==> config.mk <==
export PLATFORM = sky130hd
export DESIGN_NAME = blood_abnormality_monitor
export DESIGN_NICKNAME = d
export VERILOG_FILES = /design/src/rtl/bam_pkg.sv /design/src/rtl/bam_classifier.sv /design/src/rtl/blood_abnormality_monitor.sv
export SDC_FILE = /design/constraint.sdc
export NUM_CORES = 1
export LEC_CHECK = 0
export BUFFER_PORTS_ARGS = -buffer_cell sky130_fd_sc_hd__buf_2
export CORE_MARGIN = 2
export CORE_UTILIZATION = 45
export CTS_BUF_LIST = sky130_fd_sc_hd__clkbuf_8
export CTS_CLUSTER_DIAMETER = 150
export DETAILED_ROUTE_END_ITERATION = 6
export PLACE_DENSITY = 0.74
export SYNTH_ARGS = -nofsm -noshare
export SYNTH_HDL_FRONTEND = slang
export SYNTH_SLANG_ARGS = --single-unit
==> constraint.sdc <==
create_clock -name clk -period 3.33 [get_ports clk]
set_clock_uncertainty 0.2 [all_clocks]
set_input_delay 0.1665 -clock clk [delete_from_list [all_inputs] [get_ports clk]]
set_output_delay 0.1665 -clock clk [all_outputs]
set_load 0.02 [all_outputs]
==> src/rtl/bam_pkg.sv <==
// Shared constants and helpers for the blood abnormality monitor.
// Holds the default pH windows, the default rule mask and the width helper.
package bam_pkg;

    localparam int P_LO_DEF = 7;
    localparam int P_HI_DEF = 8;
    localparam int Q_LO_DEF = 6;
    localparam int Q_HI_DEF = 9;

    localparam logic [7:0] CLASS_MASK_DEF = 8'b1010_1010;

    // Returns clog2(n), but never less than 1, so a single channel still gets a 1-bit index.
    function automatic int clog2_min1(input int n);
        return (n <= 2) ? 1 : $clog2(n);
    endfunction

endpackage

==> src/rtl/bam_classifier.sv <==
// Combinational pH classifier: picks the P or Q window from the blood-type mask
// and flags a sample that lies outside the selected inclusive window.
module bam_classifier
    import bam_pkg::*;
#(
    parameter int                    PH_W       = 4,
    parameter int                    TYPE_W     = 3,
    parameter logic [2**TYPE_W-1:0]  CLASS_MASK = CLASS_MASK_DEF,
    parameter int                    P_LO       = P_LO_DEF,
    parameter int                    P_HI       = P_HI_DEF,
    parameter int                    Q_LO       = Q_LO_DEF,
    parameter int                    Q_HI       = Q_HI_DEF
)(
    input  logic [PH_W-1:0]   i_ph,
    input  logic [TYPE_W-1:0] i_type,
    output logic              o_abnormal
);

    logic w_rule_q;
    logic w_out_p;
    logic w_out_q;

    assign w_rule_q = CLASS_MASK[i_type];
    assign w_out_p  = (i_ph < PH_W'(P_LO)) || (i_ph > PH_W'(P_HI));
    assign w_out_q  = (i_ph < PH_W'(Q_LO)) || (i_ph > PH_W'(Q_HI));

    assign o_abnormal = w_rule_q ? w_out_q : w_out_p;

endmodule

==> src/rtl/blood_abnormality_monitor.sv <==
// Per-channel persistence monitor: counts consecutive abnormal pH samples,
// latches an alarm at PERSIST, and pulses an event on each alarm rise.
module blood_abnormality_monitor
    import bam_pkg::*;
#(
    parameter int                    NUM_CH     = 4,
    parameter int                    PH_W       = 4,
    parameter int                    TYPE_W     = 3,
    parameter int                    PERSIST    = 3,
    parameter logic [2**TYPE_W-1:0]  CLASS_MASK = CLASS_MASK_DEF,
    parameter int                    P_LO       = P_LO_DEF,
    parameter int                    P_HI       = P_HI_DEF,
    parameter int                    Q_LO       = Q_LO_DEF,
    parameter int                    Q_HI       = Q_HI_DEF,
    localparam int                   CH_W       = clog2_min1(NUM_CH)
)(
    input  logic              clk,
    input  logic              rst_n,
    input  logic              in_valid,
    output logic              in_ready,
    input  logic [CH_W-1:0]   in_ch,
    input  logic [PH_W-1:0]   bloodPH,
    input  logic [TYPE_W-1:0] bloodType,
    input  logic              clr_valid,
    input  logic [CH_W-1:0]   clr_ch,
    output logic [NUM_CH-1:0] alarm,
    output logic              evt_valid,
    output logic [CH_W-1:0]   evt_ch,
    output logic              bloodAbnormality
);

    localparam int CNT_W = clog2_min1(PERSIST + 1);
    localparam logic [CNT_W-1:0] CNT_MAX = CNT_W'(PERSIST);

    logic [CNT_W-1:0]  r_cnt [NUM_CH];
    logic [NUM_CH-1:0] r_alarm;
    logic              r_ready;
    logic              r_evt_valid;
    logic [CH_W-1:0]   r_evt_ch;
    logic              r_abn;

    logic              w_abn;
    logic              w_accept;
    logic              w_in_ok;
    logic [NUM_CH-1:0] w_clr;
    logic [NUM_CH-1:0] w_smp;
    logic [CNT_W-1:0]  w_cnt_nxt [NUM_CH];
    logic [NUM_CH-1:0] w_alarm_nxt;
    logic [NUM_CH-1:0] w_rise;
    logic [CH_W-1:0]   w_rise_ch;

    bam_classifier #(
        .PH_W       (PH_W),
        .TYPE_W     (TYPE_W),
        .CLASS_MASK (CLASS_MASK),
        .P_LO       (P_LO),
        .P_HI       (P_HI),
        .Q_LO       (Q_LO),
        .Q_HI       (Q_HI)
    ) u_classifier (
        .i_ph       (bloodPH),
        .i_type     (bloodType),
        .o_abnormal (w_abn)
    );

    assign w_accept = in_valid && r_ready;
    assign w_in_ok  = 32'(in_ch) < 32'(NUM_CH);

    // A clear on a channel overrides any sample landing on it in the same cycle.
    always_comb begin
        w_clr       = '0;
        w_smp       = '0;
        w_alarm_nxt = r_alarm;
        w_rise_ch   = '0;
        for (int ch = 0; ch < NUM_CH; ch++) begin
            w_cnt_nxt[ch] = r_cnt[ch];
            w_clr[ch]     = clr_valid && (clr_ch == CH_W'(ch));
            w_smp[ch]     = w_accept && (in_ch == CH_W'(ch));
            if (w_clr[ch]) begin
                w_cnt_nxt[ch]   = '0;
                w_alarm_nxt[ch] = 1'b0;
            end else if (w_smp[ch]) begin
                if (w_abn) begin
                    w_cnt_nxt[ch] = (r_cnt[ch] == CNT_MAX) ? r_cnt[ch] : r_cnt[ch] + CNT_W'(1);
                    if (w_cnt_nxt[ch] == CNT_MAX) begin
                        w_alarm_nxt[ch] = 1'b1;
                    end
                end else begin
                    w_cnt_nxt[ch] = '0;
                end
            end
        end
        w_rise = w_alarm_nxt & ~r_alarm;
        for (int ch = 0; ch < NUM_CH; ch++) begin
            if (w_rise[ch]) begin
                w_rise_ch = CH_W'(ch);
            end
        end
    end

    always_ff @(posedge clk) begin
        if (!rst_n) begin
            for (int ch = 0; ch < NUM_CH; ch++) begin
                r_cnt[ch] <= '0;
            end
            r_alarm     <= '0;
            r_ready     <= 1'b0;
            r_evt_valid <= 1'b0;
            r_evt_ch    <= '0;
            r_abn       <= 1'b0;
        end else begin
            for (int ch = 0; ch < NUM_CH; ch++) begin
                r_cnt[ch] <= w_cnt_nxt[ch];
            end
            r_alarm     <= w_alarm_nxt;
            r_ready     <= 1'b1;
            r_evt_valid <= |w_rise;
            if (|w_rise) begin
                r_evt_ch <= w_rise_ch;
            end
            if (w_accept && w_in_ok) begin
                r_abn <= w_abn;
            end
        end
    end

    assign in_ready         = r_ready;
    assign alarm            = r_alarm;
    assign evt_valid        = r_evt_valid;
    assign evt_ch           = r_evt_ch;
    assign bloodAbnormality = r_abn;

endmodule

==> reports/qor.csv <==
metric,value,unit
fp.coreArea,1710,um2
start_util,0.473,
swShare,0.240,
cts.htree.levels,1,
grt_pass1_wl,2660,um
gp_congestion,0.751,
worst_slew_pin_slew,0.468,ns
clock-root-buffer,clkbuf_8,
dieArea,2150,um2
cts.sinks,17,
die_x,46.4,um
multiInputGateArea,453,um2
clk_pin_slew,0.07,ns
nets,137,
cp_max_fo,8,
crit_chain,and4bb_1 > nand2_1 > o31a_1 > nand4_1 > o221ai_2,
post-cts-setup-buffer-count,0,
synth.area.top_cells,"dfxtp_1 42%, nand2_1 6.5%, a21oi_1 6.2%",
nFillCells,159,
p_sw,0.0000962,W
required,3.24,ns
io_buffers,21,
wl,1690,um
max_freq,600,MHz
relSlewSlack,0.688,
powerDensity,405,nW/um2
drive_gt1_frac,0.240,
synth_ff_type,dfxtp_1,
synthTopCellsByCount,"17 x dfxtp_1, 14 x nand2_1, 10 x a21oi_1, 9 x nor2_1, 8 x nand2b_1",
grt_pass1_vias,655,
drc_errors,0,
avgViaCountPerCell,5.34,
ys_ff_latch,17,
antenna_left,0,
crit_type,flip-flop to flip-flop,
yosysTopAreaCell,dfxtp_1,
yosysMostFrequentCell,dfxtp_1,
ff_latch_area,340,um2
die_y,46.4,um
rows,15,
end_kind,flip-flop,
power.share.combinational,0.099,
grt_use_total,0.174,
cts_buffers,3,
antennaDiodeCount,0,
synth_nets,112,
setup_ws,1.66,ns
outcome,"finished, final reports clean",
seqPwrFrac,0.521,
path_delay_family,simple AND/OR/NAND/NOR gates,
crit_buf_inv,0,
ys_seq_area_frac,0.421,
synth_top_area_share,0.421,
worstSkewPairLatency,0.25,ns
cap_violations,0,
clock_power_share,0.380,
dp_hpwl,1280,um
synthArstFlopShare,0,
antenna_found_initial,0,
fin_cells,146,
syn2layout_area_growth,22.4,%
finish.utilization,0.579,
fin_tns_setup,0,ns
power.leakage,0.379,nW
vias,779,
synth-xor-area-share,0,
ir_drop,0.331,mV
internal_power,0.000305,W
setup_viol,0,
cp-start-kind,flip-flop,
synth_cell_types,31,
synth.area.mux_share,0,
synth_edf_count,0,
fin_crit_sh,0.501,
pin_count,24,
avgSynthCellArea,8.33,um2
place_ws,1.70,ns
drv_slew,0,
synth_top_family_by_area,simple AND/OR/NAND/NOR gates,
synth_compound_area_frac,0.193,
synthSimpleGateAreaFrac,0.367,
yosysWarnings,0,
max_stage_delay,0.43,ns
synthAdderAreaFrac,0,
cp.arrival,1.58,ns
cts_tree,built,
avgRoutedWirePerCell,11.6,um
grt_overflow_total,0,
grt_max_degree,17,
min_path_type,input pin to flip-flop,
slowest_stage,dfxtp_1,
firstDrtPassIters,4,
cts_buffer_depth,2,
place_inst,141,
synth_cells,97,
fin_hold_ws,0.0390,ns
hold_violations,0,
rsz0062_at_grt,false,
post-route-min-period,1.67,ns
netlist_area,808,um2
first_iter_violations,7,
[cells in the final DEF (no fill, tap or decap), types with 2 or more instances in the layout]
| cell | Yosys | routed |
|---|---|---|
| nor2b_1 | 2 | 2 |
| clkbuf_8 | 0 | 3 |
| nor2_1 | 9 | 9 |
| nand2_1 | 14 | 14 |
| nand3_1 | 7 | 7 |
| nand4_1 | 2 | 2 |
| a21oi_1 | 10 | 10 |
| dfxtp_1 | 17 | 17 |
| buf_2 | 0 | 21 |
| nand2b_1 | 8 | 8 |
| nor3_1 | 4 | 4 |
| a31oi_1 | 3 | 3 |
[layer usage]
layer / GRT usage / wire [um]
met1: 0.229 / 798
met2: 0.278 / 793
met3: 0.0471 / 91
met4: 0.0514 / 5
met5: 0 / 0
[worst min-delay path: cells and delay by family]
kind | cells | cell delay, ns
buf+inv | 1 | 0.13
simple gates | 1 | 0.08
compound gates | 1 | 0.07
[repair_timing]
item / in CTS / in global routing
hold buffers: 1 / 0
gates resized for setup: 0 / 0
hold endpoints to repair: 1 / 0
[state kept, by name (all words and copies together) (netlist names)]
register / cells
alarm: 4
bloodAbnormality: 1
evt_ch: 2
evt_valid: 1
in_ready: 1
r_cnt: 8
[cell type report]
cell class              count  area share
multi-input cells          77       0.458
flip-flops and latches     17       0.344
repair buffers             22       0.116
clock buffers               3      0.0417
well taps                  25      0.0316
clock inverters             1     0.00506
inverters                   1     0.00379
[through the flow]
| stage | instance area [um2] | power, W |
|---|---|---|
| 2_1_floorplan | 808 | 0.000236 |
| 3_3_place_gp | 933 | 0.000251 |
| 3_5_place_dp | 933 | 0.000252 |
| 4_1_cts | 990 | 0.000404 |
| 5_1_grt | 990 | 0.000418 |
| 6_report | 990 | 0.000401 |
[logic make-up after synthesis]
kind of cell / Yosys count
AND/OR/NAND/NOR: 55
buffers and inverters: 3
AO/OA/AOI/OAI: 22
flip-flops: 17
[path summary, 6_finish.rpt]
check | to | depth (start not counted) | startpoint | slack, ns
worst max-delay path | evt_ch[0] | 5 | in_ready | 1.66
worst min-delay path | bloodAbnormality | 3 | in_valid | 0.04
worst max register to register | evt_ch[0] | 5 | in_ready | 1.66
worst min register to register | evt_ch[1] | 2 | evt_ch[1] | 0.27
[power by group through the flow]
stage / Clock, W / Sequential (W) / Combinational (W)
final: 0.000152 / 0.000209 / 0.0000398
after global routing: 0.000165 / 0.000209 / 0.0000443
after CTS: 0.000155 / 0.000209 / 0.0000398
after detailed placement: 0 / 0.000213 / 0.0000389
after global placement: 0 / 0.000213 / 0.0000376
after floorplan: 0 / 0.000215 / 0.0000212
No activity file was read; power rests on OpenSTA's default activity.
